File: config.mk
export PLATFORM = sky130hd
export DESIGN_NAME = vdma_frame_arbiter_flat
export DESIGN_NICKNAME = d
export VERILOG_FILES = /design/src/rtl/vdma_frame_arbiter_if.sv /design/src/rtl/vdma_frame_arbiter.sv /design/src/flat_wrapper.sv
export SDC_FILE = /design/constraint.sdc
export NUM_CORES = 1
export LEC_CHECK = 0
export ABC_AREA = 1
export CORE_ASPECT_RATIO = 0.75
export CORE_MARGIN = 3
export CORE_UTILIZATION = 50
export DETAILED_ROUTE_END_ITERATION = 8
export DONT_BUFFER_PORTS = 1
export GPL_ROUTABILITY_DRIVEN = 1
export SLEW_MARGIN = 20
export SYNTH_ARGS = -nofsm -noshare
export SYNTH_HDL_FRONTEND = slang
export SYNTH_SLANG_ARGS = --single-unit
File: constraint.sdc
create_clock -name s_axis_aclk -period 3.27 [get_ports s_axis_aclk]
set_clock_uncertainty 0.05 [all_clocks]
set_input_delay 0.1635 -clock s_axis_aclk [delete_from_list [all_inputs] [get_ports s_axis_aclk]]
set_output_delay 0.1635 -clock s_axis_aclk [all_outputs]
set_load 0.01 [all_outputs]
File: src/rtl/vdma_frame_arbiter_if.sv
// AXI4-Stream video beat bundle shared by the two sources and the output of
// vdma_frame_arbiter. master drives the beat, slave drives tready.
interface vdma_frame_arbiter_if #(
   parameter int unsigned DATA_WIDTH = 64
);
   logic [DATA_WIDTH-1:0] tdata;
   logic                  tvalid;
   logic                  tready;
   logic                  tuser;
   logic                  tlast;

   modport master (
      output tdata,
      output tvalid,
      output tuser,
      output tlast,
      input  tready
   );

   modport slave (
      input  tdata,
      input  tvalid,
      input  tuser,
      input  tlast,
      output tready
   );
endinterface

File: src/rtl/vdma_frame_arbiter.sv
// vdma_frame_arbiter: shares one AXI4-Stream video output between two sources with
// frame granularity. A source is granted on SOF (tuser), rows are counted by tlast, the
// output is released at end of frame and a programmable idle gap precedes the next grant.
// Beats arriving before a source's SOF are dropped to resynchronise that source.
module vdma_frame_arbiter #(
   parameter int unsigned DATA_WIDTH    = 64,
   parameter int unsigned ROW_CNT_WIDTH = 12,
   parameter int unsigned GAP_CNT_WIDTH = 16
) (
   input  logic                     s_axis_aclk,
   input  logic                     s_axis_aresetn,
   input  logic [ROW_CNT_WIDTH-1:0] cfg_vdma_row,
   input  logic [GAP_CNT_WIDTH-1:0] cfg_frame_gap,
   vdma_frame_arbiter_if.slave      s0_axis,
   vdma_frame_arbiter_if.slave      s1_axis,
   vdma_frame_arbiter_if.master     m_axis,
   output logic                     grant_id,
   output logic                     frame_done,
   output logic                     frame_err
);

   typedef enum logic [1:0] {StArb, StPass, StGap} state_e;

   state_e                   state_q;
   logic                     last_grant_q;
   logic                     first_beat_q;
   logic [ROW_CNT_WIDTH-1:0] row_cnt_q;
   logic [ROW_CNT_WIDTH-1:0] row_tgt_q;
   logic [GAP_CNT_WIDTH-1:0] gap_cnt_q;

   logic [DATA_WIDTH-1:0] m_tdata;
   logic                  m_tvalid;
   logic                  m_tuser;
   logic                  m_tlast;
   logic                  s0_tready;
   logic                  s1_tready;

   logic req0;
   logic req1;
   logic arb_valid;
   logic arb_grant;
   logic hs;

   // A source requests only while presenting its SOF beat.
   assign req0      = s0_axis.tvalid & s0_axis.tuser;
   assign req1      = s1_axis.tvalid & s1_axis.tuser;
   assign arb_valid = req0 | req1;
   // On a tie the source that did not win last time is granted.
   assign arb_grant = (req0 & req1) ? ~last_grant_q : req1;
   assign hs        = (state_q == StPass) & m_tvalid & m_axis.tready;

   assign m_axis.tdata  = m_tdata;
   assign m_axis.tvalid = m_tvalid;
   assign m_axis.tuser  = m_tuser;
   assign m_axis.tlast  = m_tlast;
   assign s0_axis.tready = s0_tready;
   assign s1_axis.tready = s1_tready;

   // Output mux and ready steering; everything is idle while reset is held.
   always_comb begin
      m_tdata   = '0;
      m_tvalid  = 1'b0;
      m_tuser   = 1'b0;
      m_tlast   = 1'b0;
      s0_tready = 1'b0;
      s1_tready = 1'b0;
      if (s_axis_aresetn) begin
         unique case (state_q)
            StArb: begin
               // Non-SOF beats are swallowed; SOF beats are held for the grant.
               s0_tready = s0_axis.tvalid & ~s0_axis.tuser;
               s1_tready = s1_axis.tvalid & ~s1_axis.tuser;
            end
            StPass: begin
               if (!grant_id) begin
                  m_tdata   = s0_axis.tdata;
                  m_tvalid  = s0_axis.tvalid;
                  m_tuser   = s0_axis.tuser;
                  m_tlast   = s0_axis.tlast;
                  s0_tready = m_axis.tready;
               end else begin
                  m_tdata   = s1_axis.tdata;
                  m_tvalid  = s1_axis.tvalid;
                  m_tuser   = s1_axis.tuser;
                  m_tlast   = s1_axis.tlast;
                  s1_tready = m_axis.tready;
               end
            end
            default: ;
         endcase
      end
   end

   // Frame scheduler: arbitration, row counting, gap timing and status pulses.
   always_ff @(posedge s_axis_aclk) begin
      if (!s_axis_aresetn) begin
         state_q      <= StArb;
         grant_id     <= 1'b0;
         last_grant_q <= 1'b1;
         first_beat_q <= 1'b0;
         row_cnt_q    <= '0;
         row_tgt_q    <= ROW_CNT_WIDTH'(1);
         gap_cnt_q    <= '0;
         frame_done   <= 1'b0;
         frame_err    <= 1'b0;
      end else begin
         frame_done <= 1'b0;
         frame_err  <= 1'b0;
         unique case (state_q)
            StArb: begin
               if (arb_valid) begin
                  grant_id     <= arb_grant;
                  last_grant_q <= arb_grant;
                  row_tgt_q    <= (cfg_vdma_row == '0) ? ROW_CNT_WIDTH'(1) : cfg_vdma_row;
                  row_cnt_q    <= '0;
                  first_beat_q <= 1'b1;
                  state_q      <= StPass;
               end
            end
            StPass: begin
               if (hs) begin
                  first_beat_q <= 1'b0;
                  // A second SOF inside the frame is flagged but otherwise passed through.
                  if (m_tuser && !first_beat_q) begin
                     frame_err <= 1'b1;
                  end
                  if (m_tlast) begin
                     row_cnt_q <= row_cnt_q + ROW_CNT_WIDTH'(1);
                     if (row_cnt_q == row_tgt_q - ROW_CNT_WIDTH'(1)) begin
                        frame_done <= 1'b1;
                        gap_cnt_q  <= cfg_frame_gap;
                        state_q    <= (cfg_frame_gap == '0) ? StArb : StGap;
                     end
                  end
               end
            end
            StGap: begin
               gap_cnt_q <= gap_cnt_q - GAP_CNT_WIDTH'(1);
               if (gap_cnt_q <= GAP_CNT_WIDTH'(1)) begin
                  state_q <= StArb;
               end
            end
            default: state_q <= StArb;
         endcase
      end
   end

endmodule

File: src/flat_wrapper.sv
// flat-port wrapper written by rule: the top's interface ports become plain ports
module vdma_frame_arbiter_flat 
#(
   parameter int unsigned DATA_WIDTH    = 64,
   parameter int unsigned ROW_CNT_WIDTH = 12,
   parameter int unsigned GAP_CNT_WIDTH = 16
)
  (s_axis_aclk, s_axis_aresetn, cfg_vdma_row, cfg_frame_gap, grant_id, frame_done, frame_err, s0_axis_tdata, s0_axis_tvalid, s0_axis_tuser, s0_axis_tlast, s0_axis_tready, s1_axis_tdata, s1_axis_tvalid, s1_axis_tuser, s1_axis_tlast, s1_axis_tready, m_axis_tdata, m_axis_tvalid, m_axis_tuser, m_axis_tlast, m_axis_tready);
  vdma_frame_arbiter_if #(.DATA_WIDTH(DATA_WIDTH)) s0_axis_i ();
  vdma_frame_arbiter_if #(.DATA_WIDTH(DATA_WIDTH)) s1_axis_i ();
  vdma_frame_arbiter_if #(.DATA_WIDTH(DATA_WIDTH)) m_axis_i ();
  input  logic s_axis_aclk;
  input  logic s_axis_aresetn;
  input  logic [ROW_CNT_WIDTH-1:0] cfg_vdma_row;
  input  logic [GAP_CNT_WIDTH-1:0] cfg_frame_gap;
  output logic grant_id;
  output logic frame_done;
  output logic frame_err;
  input wire logic [$bits(s0_axis_i.tdata)-1:0] s0_axis_tdata;
  input wire logic [$bits(s0_axis_i.tvalid)-1:0] s0_axis_tvalid;
  input wire logic [$bits(s0_axis_i.tuser)-1:0] s0_axis_tuser;
  input wire logic [$bits(s0_axis_i.tlast)-1:0] s0_axis_tlast;
  output wire logic [$bits(s0_axis_i.tready)-1:0] s0_axis_tready;
  input wire logic [$bits(s1_axis_i.tdata)-1:0] s1_axis_tdata;
  input wire logic [$bits(s1_axis_i.tvalid)-1:0] s1_axis_tvalid;
  input wire logic [$bits(s1_axis_i.tuser)-1:0] s1_axis_tuser;
  input wire logic [$bits(s1_axis_i.tlast)-1:0] s1_axis_tlast;
  output wire logic [$bits(s1_axis_i.tready)-1:0] s1_axis_tready;
  output wire logic [$bits(m_axis_i.tdata)-1:0] m_axis_tdata;
  output wire logic [$bits(m_axis_i.tvalid)-1:0] m_axis_tvalid;
  output wire logic [$bits(m_axis_i.tuser)-1:0] m_axis_tuser;
  output wire logic [$bits(m_axis_i.tlast)-1:0] m_axis_tlast;
  input wire logic [$bits(m_axis_i.tready)-1:0] m_axis_tready;
  assign s0_axis_i.tdata = s0_axis_tdata;
  assign s0_axis_i.tvalid = s0_axis_tvalid;
  assign s0_axis_i.tuser = s0_axis_tuser;
  assign s0_axis_i.tlast = s0_axis_tlast;
  assign s0_axis_tready = s0_axis_i.tready;
  assign s1_axis_i.tdata = s1_axis_tdata;
  assign s1_axis_i.tvalid = s1_axis_tvalid;
  assign s1_axis_i.tuser = s1_axis_tuser;
  assign s1_axis_i.tlast = s1_axis_tlast;
  assign s1_axis_tready = s1_axis_i.tready;
  assign m_axis_tdata = m_axis_i.tdata;
  assign m_axis_tvalid = m_axis_i.tvalid;
  assign m_axis_tuser = m_axis_i.tuser;
  assign m_axis_tlast = m_axis_i.tlast;
  assign m_axis_i.tready = m_axis_tready;
  vdma_frame_arbiter #(.DATA_WIDTH(DATA_WIDTH), .ROW_CNT_WIDTH(ROW_CNT_WIDTH), .GAP_CNT_WIDTH(GAP_CNT_WIDTH)) u_core (.s_axis_aclk(s_axis_aclk), .s_axis_aresetn(s_axis_aresetn), .cfg_vdma_row(cfg_vdma_row), .cfg_frame_gap(cfg_frame_gap), .s0_axis(s0_axis_i), .s1_axis(s1_axis_i), .m_axis(m_axis_i), .grant_id(grant_id), .frame_done(frame_done), .frame_err(frame_err));
endmodule
==> results of run 1 <==
## area by class of cell
cell class | count | area [um^2] | area share (%)
multi-input cells | 584 | 2693 | 62.81
flip-flops and latches | 47 | 942.2 | 21.98
inverters | 72 | 270.3 | 6.305
repair buffers | 17 | 162.7 | 3.795
well taps | 101 | 126.4 | 2.948
clock buffers | 5 | 68.82 | 1.605
clock inverters | 3 | 23.77 | 0.5546
## sequential cells by signal, indices dropped and copies added (netlist names)
name,cells
u_core.gap_cnt_q,16
u_core.row_cnt_q,12
u_core.row_tgt_q,12
u_core.state_q,2
u_core.first_beat_q,1
u_core.frame_done,1
u_core.frame_err,1
u_core.grant_id,1
u_core.last_grant_q,1
## power by group through the flow
stage	combinational [mW]	sequential, mW	clock (mW)
CTS	0.753	0.659	0.388
global placement	0.717	0.671	0
floorplan	0.596	0.660	0
finish	0.769	0.660	0.381
global route	0.870	0.666	0.415
detailed placement	0.731	0.672	0
## layer usage
layer	GRT usage [%]	up-vias	routed length, um
met5	0	-	20
met4	5.436	4	221
met3	10.75	23	1807
met2	44.05	238	6185
met1	49.41	2172	6831
li1	-	2338	-
## through the flow
step	utilization [%]	hold WS [ns]
floorplan	-	0.2237
global placement	53.33	0.2306
detailed placement	53.33	0.2285
CTS	56.40	0.02614
global route	56.40	0.05343
finish	56.40	0.03319
## cell usage in the layout, fill, tap and decap left out, types with 2 or more instances in the layout
master,n
xor2_1,8
inv_2,7
dlygate4sd3_1,14
clkinvlp_4,2
nor4_1,8
inv_1,64
nor2_2,5
nor2_1,71
dfxtp_1,46
nand2_1,272
a31oi_1,4
nand4_1,7
o31ai_1,2
nand3_1,39
xnor2_1,4
o22ai_1,2
nand3b_1,2
nor3_1,6
ha_1,4
nand3_2,2
buf_4,3
o21ai_0,31
clkbuf_8,5
a21oi_1,95
nand2_2,5
o211ai_1,2
nor2_4,5
## logic make-up (layout without fill, tap and decap cells)
family	count (synthesis)	after routing	synth area share, %
AOI/OAI and AO/OA	142	142	18.38
xor gates and xnor gates	12	12	2.590
adders and majority gates	4	4	1.233
buffers and inverters	107	97	10.45
DFF	47	47	23.19
and+or+nand+nor	426	426	44.16
## worst min-delay path by stage
stage | from | cells past startpoint | endpoint
finish | s0_axis_tvalid | 3 | u_core.last_grant_q
global route | cfg_frame_gap[10] | 4 | u_core.gap_cnt_q[10]
CTS | s0_axis_tvalid | 3 | u_core.last_grant_q
detailed placement | cfg_vdma_row[10] | 2 | u_core.row_tgt_q[10]
global placement | cfg_vdma_row[10] | 2 | u_core.row_tgt_q[10]
floorplan | cfg_vdma_row[11] | 2 | u_core.row_tgt_q[11]
## worst min-delay path, stage by stage
cell and delay (ns):
a31oi_1 0.06, nand2_1 0.07, nand2_1 0.05
==> run metrics, run 1 <==
WP buf/inv 2; Clock transition at path regs 0.11 ns; RSZ-0062 raised after global routing false; arrival time worst endpoint 2.85 ns; cell area after layout 0.004287 mm^2; final setup fails 0; critical path depth 14; power per cell area 422.4 mW/mm^2; Crit Path Class reg -> reg; Sw Pwr 804.4 uW; Seq/Total Area, Yosys 23.19%; slowest stage delay, CP 0.52 ns; Combinational Power Share 42.5%; FF+latch count, synth 47; setup ws final 0.5854 ns; CP cell instances inv_2, ha_1, nand2_1, inv_1, nor2_1, nand2_1, nor2_1, nand2_1, nor2_1, nand3_1, nor2_2, nand3_2, a21oi_1, nor2_1; drt pass-1 iters 6; cells after synthesis 738; Critical R2R Launch u_core.row_tgt_q[0]; internal power 1.006 mW; worst vdd ir 0.1998 mV; critical path endpoint u_core.gap_cnt_q[1]; first-pass GRT wire length 23350 um; Placeable Area 0.007601 mm^2; crit path launch type flop; Crit. End Element flop; final WL 15070 um; FF-to-FF End u_core.gap_cnt_q[1]; total track usage 32.43%; Yosys cell types 39; CTS resizes 0; Setup WS pre-CTS 0.6871 ns; relative slew slack 33.61%; Hold WC Path Type in -> reg; worst reg-to-reg path cell count 14; drt via density 5.760; initial antenna violation count 2; reg2reg setup slack 0.59 ns; critical path's slowest cell nand3_2; Top FF cell, synth dfxtp_1; number of global-route vias before repair 4220; fmax 0.3725 GHz; CTS tree yes; worst skew pair latency 0.31 ns; Crit path max-delay family simple AND/OR/NAND/NOR gates; Slew @ Worst Pin 0.9945 ns; sequential power share 36.5%; setup TNS 0 ns; Synth top area share 25.16%; antenna viol nets, final 0; Post-Syn Area 0.004058 mm^2; row cnt 27; dpl cell area 0.004054 mm^2; Final Cycle Share 82.10%; min cycle time layout 2.685 ns; fin cells 829; CP startpoint u_core.row_tgt_q[0]; Cells after DPL 807; crit-path max FO 30; outcome complete, no violations; Clock Tree Root clkbuf_8; Initial Utilization 53.38%; Worst path most repeated cell nor2_1; Yosys warnings 0; die height 84.02 um; LEAKAGE 2.025 nW; io pins 237; post-CTS setup buffer count 0; GRT overflow 0; # hold bufs at CTS 14; dpl hpwl 11990 um; Iteration-0 DRC Markers 551; most numerous cell in the Yosys netlist nand2_1; Die Area 0.009243 mm^2; routed len/inst 18.17 um; ant diodes 0; DRC 0; Sw Ratio 44.42%; Vias 4775; share of post-route cells with drive strength above 1 5.220%; final hold violations 0; top post-synthesis cells by area nand2_1 (25%), dfxtp_1 (23%), a21oi_1 (12%); Area growth syn-to-layout 5.643%; Avg Synthesized Cell Area 5.498 um^2; Clk network pwr share 21.1%; Tot Pwr 1.811 mW; fin nets 896; final max-slew violation count 0; Max-Cap Viols 0; most frequent cells after synthesis nand2_1 (272), a21oi_1 (95), nor2_1 (71), inv_1 (65), dfxtp_1 (47); largest net degree at the start of global routing 67; FFs w/ async S/R, synth 0%; clk sinks 47; RD Place Congestion 0.9563; Inserted Clock Buffers 5; FILL cells 783; post-synth net total 907; Die W 110.0 um; biggest area consumer among synthesized cells nand2_1; PortBufs 0; Post-synth EDFFs 0; H-tree depth 2; endpoint required time on the critical path 3.44 ns; Max Root-Sink Buffers 2
Power figures use the tool's default switching activity.
==> run 2: changes to the inputs <==
--- a/config.mk
+++ b/config.mk
@@ -5,7 +5,7 @@
 export SDC_FILE = /design/constraint.sdc
 export NUM_CORES = 1
 export LEC_CHECK = 0
-export ABC_AREA = 1
+export ABC_AREA = 0
 export CORE_ASPECT_RATIO = 0.75
 export CORE_MARGIN = 3
 export CORE_UTILIZATION = 50
==> constraint.sdc (replaced) <==
create_clock -name s_axis_aclk -period 2.8 [get_ports s_axis_aclk]
set_clock_uncertainty 0.05 [all_clocks]
set_input_delay 0.14 -clock s_axis_aclk [delete_from_list [all_inputs] [get_ports s_axis_aclk]]
set_output_delay 0.14 -clock s_axis_aclk [all_outputs]
set_load 0.01 [all_outputs]
==> run 2 against run 1 <==
Against the previous run:
- final cell count decreased by 26%
- synthesized area decreased by 9.7%
- largest power group is now registers
- maximum frequency increased by 5.0%
- critical endpoint is now u_core.gap_cnt_q[10]
- combinational power decreased by 52%
- worst hold slack got worse by 0.014 ns
- routed wire length decreased by 11%
- critical path type unchanged
- sequential power increased by 7.4%
- power decreased by 9.5%
- critical path depth decreased by 4
==> run metrics, run 2 <==
Clock transition at path regs 0.10 ns (was 0.11 ns); dpl cell area 0.003722 mm^2 (was 0.004054 mm^2); met1 usage in global routing 46.46% (was 49.41%); Hold WC Path Type in -> reg (unchanged); min-delay src s_axis_aresetn (was s0_axis_tvalid); Synth top area share 25.69% (was 25.16%); FF-to-FF End u_core.gap_cnt_q[10] (was u_core.gap_cnt_q[1]); io pins 237 (unchanged); cells after synthesis 499 (was 738); RD Place Congestion 0.9174 (was 0.9563); Max-Cap Viols 0 (unchanged); Max Root-Sink Buffers 2 (unchanged); Yosys warnings 0 (unchanged); worst vdd ir 0.2672 mV (was 0.1998 mV); WHS Endpoint u_core.state_q[0] (was u_core.last_grant_q); relative slew slack 30.85% (was 33.61%); cell area after layout 0.004135 mm^2 (was 0.004287 mm^2); LEAKAGE 1.428 nW (was 2.025 nW); met3 usage 11.08% (was 10.75%); PortBufs 0 (unchanged); Post-synth EDFFs 0 (unchanged); final setup fails 0 (unchanged); Top reg by flops u_core.gap_cnt_q (unchanged); share of post-route cells with drive strength above 1 5.631% (was 5.220%); Clock Tree Root clkbuf_8 (unchanged); crit path launch type flop (unchanged); fmax 0.3911 GHz (was 0.3725 GHz); H-tree depth 2 (unchanged); ant diodes 0 (unchanged); crit-path max FO 12 (was 30); biggest area consumer among synthesized cells dfxtp_1 (was nand2_1); global route hottest layer met1 (unchanged); first-pass GRT wire length 19970 um (was 23350 um); Yosys cell types 50 (was 39); top post-synthesis cells by area dfxtp_1 (26%), mux2i_1 (18%), nor2_1 (9.8%) (was nand2_1 (25%), dfxtp_1 (23%), a21oi_1 (12%)); reg2reg setup slack 0.24 ns (was 0.59 ns); GRT overflow 0 (unchanged); met2 global-route usage 41.29% (was 44.05%); Inserted Clock Buffers 5 (unchanged); Placeable Area 0.006962 mm^2 (was 0.007601 mm^2); arrival time worst endpoint 2.71 ns (was 2.85 ns); most frequent cells after synthesis nor2_1 (96), mux2i_1 (67), nand2_1 (64), dfxtp_1 (47), nand3_1 (26) (was nand2_1 (272), a21oi_1 (95), nor2_1 (71), inv_1 (65), dfxtp_1 (47)); setup TNS 0 ns (unchanged); fin nets 683 (was 896); most common cell after layout, fill and taps aside nor2_1 (was nand2_1); Die W 104.8 um (was 110.0 um); final hold violations 0 (unchanged); Vias 3768 (was 4775); drt pass-1 iters 6 (unchanged); clk sinks 47 (unchanged); min cycle time layout 2.557 ns (was 2.685 ns); FFs w/ async S/R, synth 0% (unchanged); Final Cycle Share 91.33% (was 82.10%); post-synth net total 668 (was 907); Initial Utilization 52.61% (was 53.38%); Post-Syn Area 0.003662 mm^2 (was 0.004058 mm^2); Largest register FFs 16 (unchanged); CP cell instances inv_1, ha_1, xnor2_1, a211oi_1, nand4_1, nor4_1, nand3_1, buf_4, o21ai_0, a21oi_1 (was inv_2, ha_1, nand2_1, inv_1, nor2_1, nand2_1, nor2_1, nand2_1, nor2_1, nand3_1, nor2_2, nand3_2, a21oi_1, nor2_1); Seq/Total Area, Yosys 25.69% (was 23.19%); Area growth syn-to-layout 12.91% (was 5.643%); Avg Synthesized Cell Area 7.339 um^2 (was 5.498 um^2); commonest non-fill, non-tap cells in the layout nor2_1 (96), mux2i_1 (67), nand2_1 (64) (was nand2_1 (272), a21oi_1 (95), nor2_1 (71)); antenna viol nets, final 0 (unchanged); FILL cells 690 (was 783); total track usage 30.50% (was 32.43%); Hold Path Cell Cnt 2 (was 3); Crit. End Element flop (unchanged); worst reg-to-reg path cell count 10 (was 14); final WL 13430 um (was 15070 um); endpoint required time on the critical path 2.95 ns (was 3.44 ns); dpl hpwl 10790 um (was 11990 um); Die Area 0.008398 mm^2 (was 0.009243 mm^2); Crit Path Class reg -> reg (unchanged); routed len/inst 21.91 um (was 18.17 um); row cnt 26 (was 27); worst skew pair latency 0.30 ns (was 0.31 ns); critical path's slowest cell dfxtp_1 (was nand3_2); initial antenna violation count 3 (was 2); most numerous cell in the Yosys netlist nor2_1 (was nand2_1); FF+latch count, synth 47 (unchanged); power per cell area 396.4 mW/mm^2 (was 422.4 mW/mm^2); drt via density 6.147 (was 5.760); slowest stage delay, CP 0.44 ns (was 0.52 ns); final max-slew violation count 0 (unchanged); RSZ-0062 raised after global routing false (unchanged); Slew @ Worst Pin 1.036 ns (was 0.9945 ns); CTS tree yes (unchanged); outcome complete, no violations (unchanged); Critical R2R Launch u_core.row_tgt_q[0] (unchanged); number of global-route vias before repair 3395 (was 4220); Largest regs u_core.gap_cnt_q x16, u_core.row_cnt_q x12, u_core.row_tgt_q x12 (unchanged); Iteration-0 DRC Markers 331 (was 551); DRC 0 (unchanged); largest net degree at the start of global routing 69 (was 67); hold slack 0.01871 ns (was 0.03319 ns); die height 80.12 um (was 84.02 um); Top FF cell, synth dfxtp_1 (unchanged)
run 2: cell types whose count changed after synthesis, moves of 25 or more:
cell / delta
nand2_1: -208
a21oi_1: -74
nor2_1: +25
mux2i_1: +67
o21ai_0: -25
inv_1: -56
run 2: power by group:
part | internal, mW | switching (mW)
Combinational | 0.152 | 0.218
Clock | 0.321 | 0.239
Sequential | 0.685 | 0.0236
Total | 1.16 | 0.480
run 2: worst max-delay path by stage:
stage | startpoint | endpoint | slack (ns) | depth (start not counted)
floorplan | u_core.row_tgt_q[0] | u_core.gap_cnt_q[9] | 0.53 | 10
global placement | u_core.row_tgt_q[0] | u_core.gap_cnt_q[6] | 0.25 | 10
detailed placement | u_core.row_tgt_q[0] | u_core.gap_cnt_q[7] | 0.13 | 10
CTS | u_core.row_tgt_q[0] | u_core.gap_cnt_q[6] | 0.14 | 10
global route | u_core.row_tgt_q[0] | u_core.gap_cnt_q[6] | 0.003 | 10
finish | u_core.row_tgt_q[0] | u_core.gap_cnt_q[10] | 0.24 | 10
run 2: through the flow:
step / setup WS, ns / total power [mW] / utilization, % / cells
floorplan: 0.5349 / 0.9905 / - / 499
global placement: 0.2507 / 1.049 / 53.47 / 577
detailed placement: 0.1266 / 1.054 / 53.47 / 577
CTS: 0.1440 / 1.644 / 59.33 / 613
global route: 0.002824 / 1.712 / 59.40 / 613
finish: 0.2428 / 1.639 / 59.40 / 613
run 2: worst max-delay path, delay by kind of cell (launching register included):
family,cells,cell delay (ns)
buffers and inverters,2,0.33
adders and majority gates,1,0.31
AOI/OAI and AO/OA,3,0.56
xor gates and xnor gates,1,0.15
and+or+nand+nor,3,0.63
DFF,1,0.44
run 2: cell type report:
class	instances	area (um^2)	area share, %
multi-input cells	412	2544	61.51
flip-flops and latches	47	944.7	22.84
well taps	98	122.6	2.965
clock buffers	7	97.59	2.360
repair buffers	39	362.8	8.775
inverters	9	33.78	0.8169
clock inverters	1	30.03	0.7262
run 2: kinds of logic after synthesis:
logic type | synth area share (%)
adder cells (fa/ha/maj) | 1.367
AND/OR/NAND/NOR | 32.35
XOR/XNOR | 6.457
buffers and inverters | 4.988
multiplexers | 18.31
flip-flops | 25.69
AO/OA/AOI/OAI | 10.83
run 2: layer usage:
layer / part of all wire [%] / up-vias / routed length, um
met5: 0.22 / - / 30
met4: 0.72 / 6 / 97
met3: 11 / 14 / 1414
met2: 41 / 177 / 5564
met1: 47 / 1790 / 6321
li1: - / 1781 / -
run 2: repair_timing:
action	4_1_cts	5_1_grt
resized for setup	0	2
endpoints found under the setup margin	0	18
buffers inserted	0	0
hold buffers	28	0
hold endpoints to repair	29	0
